==> src/rtl/xor_hash_verificador_pkg.sv <==
// Shared definitions for the XOR line-hash blocks: hash width, checker FSM states
// and the byte-XOR reduction used by beat-level hashing.
package xor_hash_pkg;

    localparam int HASH_W    = 8;
    // Widest beat xor_bytes accepts; narrower beats are zero-extended, which leaves the XOR unchanged.
    localparam int XOR_MAX_W = 1024;

    typedef enum logic [1:0] {
        OCIOSO    = 2'd0,
        RECEBENDO = 2'd1,
        RESULTADO = 2'd2
    } estado_verif_t;

    function automatic logic [HASH_W-1:0] xor_bytes(input logic [XOR_MAX_W-1:0] beat);
        logic [HASH_W-1:0] h;
        h = '0;
        for (int i = 0; i < XOR_MAX_W / HASH_W; i++) begin
            h ^= beat[i*HASH_W +: HASH_W];
        end
        return h;
    endfunction

endpackage

==> src/rtl/xor_hash_verificador_if.sv <==
// Beat-input and result-output handshake bundle of the XOR hash checker.
// The slave modport is the checker; the master modport is the line source plus result consumer.
interface xor_hash_if
    import xor_hash_pkg::*;
#(
    parameter int BEAT_W = 64
);
    logic              entrada_valida;
    logic              entrada_pronta;
    logic [BEAT_W-1:0] entrada_dados;
    logic [HASH_W-1:0] hash_esperado;
    logic              resultado_valido;
    logic              resultado_pronto;
    logic [HASH_W-1:0] hash_calculado;
    logic              hash_ok;

    modport master (
        output entrada_valida, entrada_dados, hash_esperado, resultado_pronto,
        input  entrada_pronta, resultado_valido, hash_calculado, hash_ok
    );

    modport slave (
        input  entrada_valida, entrada_dados, hash_esperado, resultado_pronto,
        output entrada_pronta, resultado_valido, hash_calculado, hash_ok
    );
endinterface

==> src/rtl/xor_hash_verificador_beat.sv <==
// Combinational BEAT_W -> 8 bit byte-XOR reduction of one beat; shared by the
// receive-side checker and any transmit-side hash generator.
module xor_hash_beat
    import xor_hash_pkg::*;
#(
    parameter int BEAT_W = 64
) (
    input  logic [BEAT_W-1:0] beat_i,
    output logic [HASH_W-1:0] hash_o
);
    assign hash_o = xor_bytes(XOR_MAX_W'(beat_i));
endmodule

==> src/rtl/xor_hash_verificador.sv <==
// Receive-side checker: folds a streamed cache line into its 8-bit XOR hash, one beat per cycle,
// and compares it to the hash sampled on beat 0. Define XOR_HASH_CONTADOR_ERROS_EN for the erros counter.
module xor_hash_verificador
    import xor_hash_pkg::*;
#(
    parameter int LINHA_W = 512,
    parameter int BEAT_W  = 64
) (
    input  logic        clk,
    input  logic        rst,
    xor_hash_if.slave   bus
`ifdef XOR_HASH_CONTADOR_ERROS_EN
    ,
    output logic [15:0] erros
`endif
);
    localparam int NUM_BEATS = LINHA_W / BEAT_W;
    localparam int CNT_W     = $clog2(NUM_BEATS) + 1;

    estado_verif_t     estado_q, estado_d;
    logic [CNT_W-1:0]  cnt_q, cnt_d;
    logic [HASH_W-1:0] acc_q, acc_d;
    logic [HASH_W-1:0] esp_q, esp_d;
    logic [HASH_W-1:0] hash_q, hash_d;
    logic              ok_q, ok_d;

    logic [HASH_W-1:0] beat_xor;
    logic              pronto;
    logic              aceita;
    logic              entrega;
    logic              ultimo;

    xor_hash_beat #(.BEAT_W(BEAT_W)) u_beat (
        .beat_i (bus.entrada_dados),
        .hash_o (beat_xor)
    );

    assign pronto  = (estado_q != RESULTADO);
    assign aceita  = bus.entrada_valida && pronto;
    assign entrega = (estado_q == RESULTADO) && bus.resultado_pronto;
    assign ultimo  = ((estado_q == OCIOSO) && (NUM_BEATS == 1)) ||
                     ((estado_q == RECEBENDO) && (cnt_q == CNT_W'(NUM_BEATS - 1)));

    always_ff @(posedge clk) begin
        if (rst) begin
            estado_q <= OCIOSO;
            cnt_q    <= '0;
            acc_q    <= '0;
            esp_q    <= '0;
            hash_q   <= '0;
            ok_q     <= 1'b0;
        end else begin
            estado_q <= estado_d;
            cnt_q    <= cnt_d;
            acc_q    <= acc_d;
            esp_q    <= esp_d;
            hash_q   <= hash_d;
            ok_q     <= ok_d;
        end
    end

    always_comb begin
        estado_d = estado_q;
        case (estado_q)
            OCIOSO:    if (aceita) estado_d = (NUM_BEATS == 1) ? RESULTADO : RECEBENDO;
            RECEBENDO: if (aceita && ultimo) estado_d = RESULTADO;
            RESULTADO: if (entrega) estado_d = OCIOSO;
            default:   estado_d = OCIOSO;
        endcase
    end

    // Result registers are loaded on the final beat so they are stable for the whole RESULTADO stay.
    always_comb begin
        acc_d  = acc_q;
        esp_d  = esp_q;
        cnt_d  = cnt_q;
        hash_d = hash_q;
        ok_d   = ok_q;
        if (aceita) begin
            if (estado_q == OCIOSO) begin
                acc_d = beat_xor;
                esp_d = bus.hash_esperado;
                cnt_d = CNT_W'(1);
            end else begin
                acc_d = acc_q ^ beat_xor;
                cnt_d = cnt_q + CNT_W'(1);
            end
            if (ultimo) begin
                hash_d = acc_d;
                ok_d   = (acc_d == esp_d);
            end
        end
        if (entrega) cnt_d = '0;
    end

    always_comb begin
        bus.entrada_pronta   = pronto;
        bus.resultado_valido = (estado_q == RESULTADO);
        bus.hash_calculado   = hash_q;
        bus.hash_ok          = ok_q;
    end

`ifdef XOR_HASH_CONTADOR_ERROS_EN
    logic [15:0] erros_q;

    always_ff @(posedge clk) begin
        if (rst) begin
            erros_q <= '0;
        end else if (entrega && !ok_q && (erros_q != 16'hFFFF)) begin
            erros_q <= erros_q + 16'd1;
        end
    end

    assign erros = erros_q;
`endif

endmodule

==> src/flat_wrapper.sv <==
// flat-port wrapper written by rule: the top's interface ports become plain ports
module xor_hash_verificador_flat import xor_hash_pkg::*;
#(
    parameter int LINHA_W = 512,
    parameter int BEAT_W  = 64
)
  (clk, rst, bus_entrada_valida, bus_entrada_dados, bus_hash_esperado, bus_resultado_pronto, bus_entrada_pronta, bus_resultado_valido, bus_hash_calculado, bus_hash_ok);
  xor_hash_if #(.BEAT_W(BEAT_W)) bus_i ();
  input  logic clk;
  input  logic rst;
  input wire logic [$bits(bus_i.entrada_valida)-1:0] bus_entrada_valida;
  input wire logic [$bits(bus_i.entrada_dados)-1:0] bus_entrada_dados;
  input wire logic [$bits(bus_i.hash_esperado)-1:0] bus_hash_esperado;
  input wire logic [$bits(bus_i.resultado_pronto)-1:0] bus_resultado_pronto;
  output wire logic [$bits(bus_i.entrada_pronta)-1:0] bus_entrada_pronta;
  output wire logic [$bits(bus_i.resultado_valido)-1:0] bus_resultado_valido;
  output wire logic [$bits(bus_i.hash_calculado)-1:0] bus_hash_calculado;
  output wire logic [$bits(bus_i.hash_ok)-1:0] bus_hash_ok;
  assign bus_i.entrada_valida = bus_entrada_valida;
  assign bus_i.entrada_dados = bus_entrada_dados;
  assign bus_i.hash_esperado = bus_hash_esperado;
  assign bus_i.resultado_pronto = bus_resultado_pronto;
  assign bus_entrada_pronta = bus_i.entrada_pronta;
  assign bus_resultado_valido = bus_i.resultado_valido;
  assign bus_hash_calculado = bus_i.hash_calculado;
  assign bus_hash_ok = bus_i.hash_ok;
  xor_hash_verificador #(.LINHA_W(LINHA_W), .BEAT_W(BEAT_W)) u_core (.clk(clk), .rst(rst), .bus(bus_i));
endmodule
==> config.mk <==
export PLATFORM = sky130hd
export DESIGN_NAME = xor_hash_verificador_flat
export DESIGN_NICKNAME = d
export VERILOG_FILES = /design/src/rtl/xor_hash_verificador_pkg.sv /design/src/rtl/xor_hash_verificador_if.sv /design/src/rtl/xor_hash_verificador_beat.sv /design/src/rtl/xor_hash_verificador.sv /design/src/flat_wrapper.sv
export SDC_FILE = /design/constraint.sdc
export NUM_CORES = 1
export LEC_CHECK = 0
export CORE_MARGIN = 8
export CORE_UTILIZATION = 68
export CTS_CLUSTER_DIAMETER = 100
export DETAILED_ROUTE_END_ITERATION = 8
export DONT_BUFFER_PORTS = 1
export GPL_ROUTABILITY_DRIVEN = 0
export PLACE_DENSITY = 0.89
export SYNTH_ARGS = -nofsm -noshare
export SYNTH_HDL_FRONTEND = slang
export SYNTH_SLANG_ARGS = --single-unit
==> constraint.sdc <==
create_clock -name clk -period 2.3 [get_ports clk]
set_input_delay 0.46 -clock clk [delete_from_list [all_inputs] [get_ports clk]]
set_output_delay 0.46 -clock clk [all_outputs]
set_load 0.05 [all_outputs]
==> results of run 1 <==
Yosys cell counts, drive strengths merged:
cell	count	area [um2]
dfxtp	31	621
a22oi	1	7.51
mux2i	24	240
xnor2	72	706
ha	1	12.5
nor2	44	173
a21oi	18	90.1
nor3	8	40.0
nand4	2	12.5
and4	1	8.76
nand2b	4	25.0
or2	1	6.26
nand3	1	5.00
nand3b	1	7.51
buf	3	17.5
or4	1	11.3
o31ai	1	7.51
o21ai	2	10.0
nor4	2	18.8
a21o	1	7.51
nand2	22	82.6
clkbuf	7	26.3
xor2	8	70.1
a32oi	1	8.76
inv	2	7.50
nor2b	7	43.8
cell type report:
type                       count  area, um2
multi-input combinational    223       1590
fill                         253        872
sequential                    31        621
clock buffer                   8       68.8
tap                           46       57.6
timing repair buffer           5       37.5
inverter                       2       7.51
state kept, by name (all words and copies together), names as in the netlist:
register and flops:
u_core.bus.hash_calculado 8, u_core.acc_q 8, u_core.cnt_q 4, u_core.esp_q 8
u_core.bus.hash_ok 1, u_core.estado_q 2
worst max-delay path, cell delays in order (launching register included):
cell	delay (ps)
dfxtp_1	450
nor2_1	340
buf_4	230
nor2_1	50
a21oi_1	230
xnor2_2	150
nand4_1	110
o31ai_1	220
metal layers:
layer	up-vias	GRT usage (%)
met2	73	29.2
met3	5	7.64
li1	869	-
met4	0	6.87
met1	765	20.4
met5	-	0
kinds of logic (layout without fill, tap and decap cells):
logic type                 count (synthesis)  count (layout)  synth area share, %
AOI/OAI and AO/OA                         24              24                 5.80
xor gates and xnor gates                  80              80                 34.2
adders and majority gates                  1               1                0.552
buffers and inverters                     12              15                 2.26
DFF                                       31              31                 27.4
muxes                                     24              24                 10.6
and+or+nand+nor                           94              94                 19.2
how the worst max path moves through the flow:
stage,from,endpoint,slack [ps]
6_report,u_core.estado_q[1],u_core.bus.hash_ok,450
5_1_grt,u_core.estado_q[1],u_core.bus.hash_ok,290
4_1_cts,u_core.estado_q[1],bus_resultado_valido,450
3_5_place_dp,u_core.estado_q[1],u_core.bus.hash_ok,500
3_3_place_gp,u_core.estado_q[1],u_core.bus.hash_ok,610
2_1_floorplan,u_core.estado_q[1],bus_resultado_valido,390
through the flow:
stage / hold WS (ps) / utilization (%) / power, W
after detailed placement: 511 / 71.1 / 0.00130
after floorplan: 480 / - / 0.00122
after CTS: 161 / 73.2 / 0.00167
final: 183 / 73.2 / 0.00166
after global placement: 494 / 71.1 / 0.00128
after global routing: 151 / 73.2 / 0.00176
power breakdown:
| part | switching [W] | internal [W] | total (W) | leakage (nW) |
|---|---|---|---|---|
| registers | 0.0000464 | 0.000576 | 0.000623 | 0.253 |
| clock network | 0.000190 | 0.000180 | 0.000369 | 0.0386 |
| logic | 0.000319 | 0.000348 | 0.000667 | 0.616 |
| total | 0.000555 | 0.00110 | 0.00166 | 0.908 |
==> metrics, run 1 <==
Wirelength per Cell=14.9 um; port bufs=0; H-tree depth=2; Crit Path Class=flop to flop; Layout area overhead=5.30%; Core ar.=0.00326 mm2; Residual DRC=0; total of max-cap violations=0; worst-skew pair later-pin latency=340 ps; Synth Net Count=343; Min-Delay Path Depth=1; Setup Buffers After CTS=0; Pins Over Slew Limit=0; clk sinks=31; Hold Crit Class=input pin to flop; area post-placement=0.00232 mm2; row count=21; Diodes inserted=0; clock skew=just over 7 ps; final setup margin=452 ps; drt first pass iters=5; die area=0.00544 mm2; leading cell type in the layout, fill and taps excluded=xnor2_1; Worst-path clk slew=90 ps; CTS Root Cell=clkbuf_4; largest net degree at the start of global routing=30; first-pass GRT wire length=7.71 mm; initial antenna violation count=0; final hold vios=0; leakage=0.908 nW; Period minus WS final=1850 ps; grt total ovfl=0; Max-slew headroom=about 64%; Total GRT Usage=18.1%; register area share after synthesis=27.4%; Worst Path Max Fanout=14; placed insts=307; starting density of the core=69.5%; Fin Setup TNS=0 ps; P per Cell Area=695 mW/mm2; dpl hpwl=between 3 and 4 mm; DR iter-0 viols=155; Total Routed Length=4.69 mm; flop and latch count out of synthesis=31; Syn Inst Count=about 270; crit start category=flop; vias per cell=around 5.4; synthesized area=0.00227 mm2; Fmax achieved=about 0.54 GHz; FF-to-FF End=u_core.bus.hash_ok; CTS tree=yes; Hold Buf Count CTS=0; Mapped Avg Cell Area=around 8.5 um2; worst vdd ir=just over 0.4 mV; Critical Path RT=2560 ps; r2r setup slk=450 ps; crit path DAT=around 2100 ps; DRT antenna net count=0; metal2 WL=2.29 mm; # resized after CTS=0; HP Start=rst; crit path capture type=flop; Layout Cells excl Fill=approximately 320; vias in the first global route=roughly 1.8k; clk buf depth=2; CTS Buf Count=5; Setup WS pre-CTS=between 400 and 500 ps; Tightest Pin Transition=between 500 and 600 ps; Finished Cell Area=approximately 0.0024 mm2; RSZ-0062 raised after global routing=false; top layer in use=met4; Hold EP=u_core.acc_q[0]; Vias=1712; M1 WL=between 1.5 and 2 mm; Synth Warn #=0; status=finished, final reports clean; final critical-path share of the clock period=80.4%; I/O pin cnt=between 80 and 90; commonest non-fill, non-tap cells in the layout=62 x xnor2_1, 43 x nor2_1, 31 x dfxtp_1, 24 x mux2i_1, 22 x nand2_1; Register-to-Register Path Depth=7; Die W=73.7 um; met3 WL=414 um; FF-to-FF Start=u_core.estado_q[1]; fin nets=between 300 and 400; Netlist cell types=31; die height=roughly 74 um; Final setup viols=0; share of cells above drive strength 1=10.0%
No activity file was read; power rests on OpenSTA's default activity.
==> run 2: changes to the inputs <==
--- a/config.mk
+++ b/config.mk
@@ -6,12 +6,12 @@
 export NUM_CORES = 1
 export LEC_CHECK = 0
 export CORE_MARGIN = 8
-export CORE_UTILIZATION = 68
+export CORE_UTILIZATION = 57
 export CTS_CLUSTER_DIAMETER = 100
 export DETAILED_ROUTE_END_ITERATION = 8
 export DONT_BUFFER_PORTS = 1
 export GPL_ROUTABILITY_DRIVEN = 0
-export PLACE_DENSITY = 0.89
+export PLACE_DENSITY = 0.8
 export SYNTH_ARGS = -nofsm -noshare
 export SYNTH_HDL_FRONTEND = slang
 export SYNTH_SLANG_ARGS = --single-unit
==> constraint.sdc (replaced) <==
create_clock -name clk -period 1.5 [get_ports clk]
set_input_delay 0.3 -clock clk [delete_from_list [all_inputs] [get_ports clk]]
set_output_delay 0.3 -clock clk [all_outputs]
set_load 0.05 [all_outputs]
==> run 2 against run 1 <==
  * Wire length grew 11%
  * Setup slack lost 480 ps
  * Global-route usage shrank 1.1 points
  * Critical path type is now flop to output port
  * Combinational power grew 66%
  * Largest power group unchanged
  * The flow now finishes with violations (negative setup slack)
  * Utilization shrank 6.9 points
  * Critical path depth shrank 3
  * Clock power grew 84%
  * Die area grew 15%
==> metrics, run 2 (synthesis gave the netlist of run 1 again) <==
status=finished with violations; violated checks=negative setup slack; DRT antenna net count=0 (unchanged); clock skew=6.70 ps (-0.449 ps); die area=0.00625 mm2 (+15%); CTS Root Cell=clkbuf_8; final critical-path share of the clock period=102%; vias per cell=5.42 (-0.29%); Max-slew headroom=64.6% (+0.59 points); commonest non-fill, non-tap cells in the layout=62 x xnor2_1, 43 x nor2_1, 27 x dfxtp_1, 24 x mux2i_1, 21 x nand2_1; crit start category=flop; row count=23 (+9.5%); drt first pass iters=4 (-1); Core ar.=0.00391 mm2 (+20%); Wirelength per Cell=15.5 um (+4.3%); Period minus WS final=1530 ps; Final setup viols=2 (+2); largest net degree at the start of global routing=30 (unchanged); area of the multi-input gates=0.00162 mm2 (+1.6%); Hold Buf Count CTS=0 (unchanged); CTS Buf Count=5 (unchanged); Total GRT Usage=17.0% (-1.1 points); met3 WL=332 um (-20%); Residual DRC=0 (unchanged); worst-skew pair later-pin latency=290 ps (-50 ps); Critical Path RT=1200 ps (-1360 ps); Layout area overhead=14.5%; metal2 WL=2.71 mm (+18%); RSZ-0062 raised after global routing=true; CTS tree=yes; critical path's largest stage delay=370 ps (-80 ps); Tot Pwr=0.00274 W (+65%); Hold Crit Class=input pin to flop; Tightest Pin Transition=530 ps (-7.54 ps); Hold Slack=69.1 ps (-114 ps); Worst Path Max Fanout=8 (-6); Worst-path clk slew=70 ps (-20 ps); Register-to-Register Path Depth=6 (-1); clk buf depth=2 (unchanged); initial antenna violation count=0 (unchanged); Crit Path Class=flop to output port; CP Cell Sequence=buf_6 > nand2b_4 > clkinvlp_4 > buf_12; worst vdd ir=0.639 mV (+58%); H-tree depth=2 (unchanged); starting density of the core=57.9% (-12 points); Diodes inserted=0 (unchanged); DR iter-0 viols=148 (-4.5%); Pins Over Slew Limit=0 (unchanged); fin nets=361 (+4.6%); Min-Delay Path Depth=1 (unchanged); fillcell total=343 (+36%); Storage cell area=628 um2 (+1.2%); Vias=1810 (+5.7%); slowest CP cell=dfxtp_4; total of max-cap violations=0 (unchanged); die height=79.1 um (+7.2%); vias in the first global route=1902 (+7.2%); Total Routed Length=5.19 mm (+11%); first-pass GRT wire length=8.51 mm (+10%); Die W=79.1 um (+7.2%); share of cells above drive strength 1=18.3% (+8.3 points); top layer in use=met4; final setup margin=-25.7 ps (-478 ps); leakage=0.999 nW (+10%); clk sinks=31 (unchanged); final hold vios=0 (unchanged); P per Cell Area=1060 mW/mm2 (+52%); M1 WL=2.00 mm (+3.8%); grt total ovfl=0 (unchanged); port bufs=0 (unchanged); dpl hpwl=3.99 mm (+6.8%); Fmax achieved=0.655 GHz; crit path capture type=output port; leading cell type in the layout, fill and taps excluded=xnor2_1; crit path DAT=1230 ps (-880 ps); I/O pin cnt=87 (unchanged)
[run 2: layout make-up]
cell class | instances | share of cell area, %
clock buffer | 6 | 3.18
clock inverter | 1 | 0.193
inverter | 2 | 0.434
multi-input combinational | 223 | 62.4
sequential | 31 | 24.2
tap | 50 | 2.41
timing repair buffer | 21 | 7.14
[run 2: critical path: cells and delay by family, from the launching register on]
kind,cells,cell delay [ps]
buffers and inverters,3,400
flip-flops,1,370
AND/OR/NAND/NOR,1,160
[run 2: stage by stage]
| stage | area (um2) | setup TNS [ps] | setup WS [ps] | utilization (%) | instances |
|---|---|---|---|---|---|
| floorplan | 2280 | 0 | 21.3 | - | 266 |
| global placement | 2460 | -36.7 | -12.1 | 62.8 | 326 |
| detailed placement | 2460 | -85.3 | -20.5 | 62.8 | 326 |
| CTS | 2580 | -26.3 | -26.3 | 66.0 | 333 |
| global route | 2590 | -473 | -71.9 | 66.3 | 334 |
| finish | 2590 | -28.1 | -25.7 | 66.3 | 334 |
[run 2: path summary, 6_finish.rpt]
kind,from,to,slack [ps]
worst max-delay path,u_core.estado_q[0],bus_resultado_valido,-30
worst min-delay path,rst,u_core.acc_q[0],70
worst max register to register,u_core.cnt_q[0],u_core.bus.hash_ok,0
worst min register to register,u_core.esp_q[7],u_core.esp_q[7],520
[run 2: where the power goes]
part | internal [W] | switching [W] | leakage, nW | total (W)
Combinational | 0.000599 | 0.000508 | 0.697 | 0.00111
Sequential | 0.000885 | 0.0000716 | 0.255 | 0.000956
Clock | 0.000359 | 0.000319 | 0.0470 | 0.000679
Total | 0.00184 | 0.000899 | 0.999 | 0.00274
[run 2: per-layer routing]
layer,track usage (%),vias to the layer above
li1,-,904
met1,17.7,830
met2,29.6,64
met3,4.85,12
met4,10.4,0
met5,0,-
[run 2: repair_timing]
action / 4_1_cts / 5_1_grt
pin swaps: 1 / 0
gates resized for setup: 11 / 2
endpoints found under the setup margin: 11 / 13
buffers inserted: 0 / 1
==> run 3: changes to the inputs <==
--- a/config.mk
+++ b/config.mk
@@ -15,3 +15,4 @@
 export SYNTH_ARGS = -nofsm -noshare
 export SYNTH_HDL_FRONTEND = slang
 export SYNTH_SLANG_ARGS = --single-unit
+export TNS_END_PERCENT = 30
==> run 3 against run 2 <==
  * The flow still finishes with violations (negative setup slack)
  * Die area did not move
  * Count of clock-buffer cells in the layout is 1 higher
  * Non-clock buffer count is the same
  * Cell area increased by 0.14%
  * Setup slack improved by 1.2 ps
  * Sequential share of layout area barely moved
  * Sequential power about the same
  * Critical path type is now flop to flop
  * Critical endpoint is now u_core.bus.hash_calculado[7]
  * Highest routed layer unchanged
==> metrics, run 3 (synthesis gave the netlist of run 1 again) <==
status=finished with violations; violated checks=negative setup slack; Fmax achieved=0.656 GHz (about the same); H-tree depth=2 (unchanged); Total GRT Usage=17.1% (+0.047 points); Total Routed Length=5.39 mm (+4.0%); worst-skew pair later-pin latency=290 ps (about the same); DR iter-0 viols=97 (-34%); port bufs=0 (unchanged); leading cell type in the layout, fill and taps excluded=xnor2_1; Max-slew headroom=63.5% (-1.1 points); largest net degree at the start of global routing=30 (unchanged); grt total ovfl=0 (unchanged); vias in the first global route=1852 (-2.6%); FF-to-FF Start=u_core.cnt_q[1]; r2r setup slk=-20 ps (-20 ps); fillcell total=336 (-2.0%); Wirelength per Cell=16.1 um (+3.7%); final critical-path share of the clock period=102% (about the same); Critical Path RT=1680 ps (+480 ps); Tot Pwr=0.00272 W (-0.73%); first-pass GRT wire length=8.50 mm (-0.16%); clock skew=9.78 ps (+3.08 ps); crit path capture type=flop; Die W=79.1 um (unchanged); Tightest Pin Transition=546 ps (+16.4 ps); commonest non-fill, non-tap cells in the layout=62 x xnor2_1, 41 x nor2_1, 27 x dfxtp_1, 24 x mux2i_1, 22 x nand2_1; worst vdd ir=0.714 mV (+12%); Hold Crit Class=input pin to flop; share of cells above drive strength 1=18.6% (+0.29 points); Worst-path clk slew=70 ps (about the same); I/O pin cnt=87 (unchanged); drt first pass iters=4 (unchanged); placed insts=321 (-1.5%); die area=0.00625 mm2 (unchanged); final setup margin=-24.5 ps (+1.25 ps); vias per cell=5.42 (about the same); Pins Over Slew Limit=0 (unchanged); CTS Root Cell=clkbuf_8; DRT antenna net count=0 (unchanged); crit path DAT=1700 ps (+470 ps); Period minus WS final=1520 ps (-1.25 ps); P per Cell Area=1050 mW/mm2 (-0.87%); CTS tree=yes; leakage=0.996 nW (-0.33%); Hold Slack=70.6 ps (+1.53 ps); HP Start=rst; Crit Path Class=flop to flop; starting density of the core=57.9% (unchanged); Core ar.=0.00391 mm2 (unchanged); clk sinks=31 (unchanged); final hold vios=0 (unchanged); RSZ-0062 raised after global routing=true; Fin Setup TNS=-28.4 ps (-0.308 ps); Diodes inserted=0 (unchanged); Vias=1817 (+0.39%); Layout area overhead=14.7%; initial antenna violation count=0 (unchanged); total of max-cap violations=0 (unchanged); clk buf depth=2 (unchanged); Worst Path Max Fanout=4 (-4); Final setup viols=2 (unchanged); dpl hpwl=4.05 mm (+1.6%); CTS Buf Count=5 (unchanged); Residual DRC=0 (unchanged); fin nets=361 (unchanged); die height=79.1 um (unchanged); Finished Cell Area=0.00260 mm2 (+0.14%); row count=23 (unchanged); worst setup path startpoint=u_core.cnt_q[1]; Layout Cells excl Fill=335 (+0.30%); area post-placement=0.00242 mm2 (-1.5%); crit start category=flop
## run 3: path summary, 6_finish.rpt
path	endpoint	cells past startpoint
max	u_core.bus.hash_calculado[7]	6
min	u_core.estado_q[1]	1
max reg2reg	u_core.bus.hash_calculado[7]	6
min reg2reg	u_core.esp_q[2]	2
## run 3: where the power goes
group          switching [W]  internal [W]  total, W  leakage [nW]
logic               0.000525      0.000590   0.00112         0.699
registers          0.0000735      0.000885  0.000958         0.255
clock network       0.000324      0.000325  0.000649        0.0422
total               0.000923       0.00180   0.00272         0.996
## run 3: routing by layer
metal	routed length [um]	part of all wire, %	track usage, %
met4	112	2.1	10.6
met1	2020	37	17.5
met5	0	0	0
met2	2800	52	28.3
met3	468	8.7	7.00
## run 3: per-stage QoR
stage | setup slack, ps | util [%]
global placement | 8.53 | 61.9
floorplan | -29.9 | -
global route | -66.9 | 66.4
detailed placement | -69.4 | 61.9
CTS | -8.19 | 65.7
finish | -24.5 | 66.4
## run 3: area by class of cell
cell class              instances  area [um2]  area share, %
multi-input cells             223        1620           62.5
flip-flops and latches         31         628           24.2
repair buffers                 21         191           7.37
clock buffers                   7        76.3           2.94
well taps                      50        62.6           2.41
inverters                       2        11.3          0.433
clock inverters                 1        5.00          0.193
## run 3: what timing repair did
action	in CTS	in global routing
pin swaps	3	0
gates cloned	1	0
setup buffers	4	1
resized for setup	7	9
hold buffers	0	0
setup endpoints to repair	19	15
## run 3: critical path: stages, from the launching register on
cell and delay, ps:
dfxtp_2 340, ha_2 170, nand2_1 50, or4_4 450, buf_4 180, mux2i_1 160
nor2_1 60
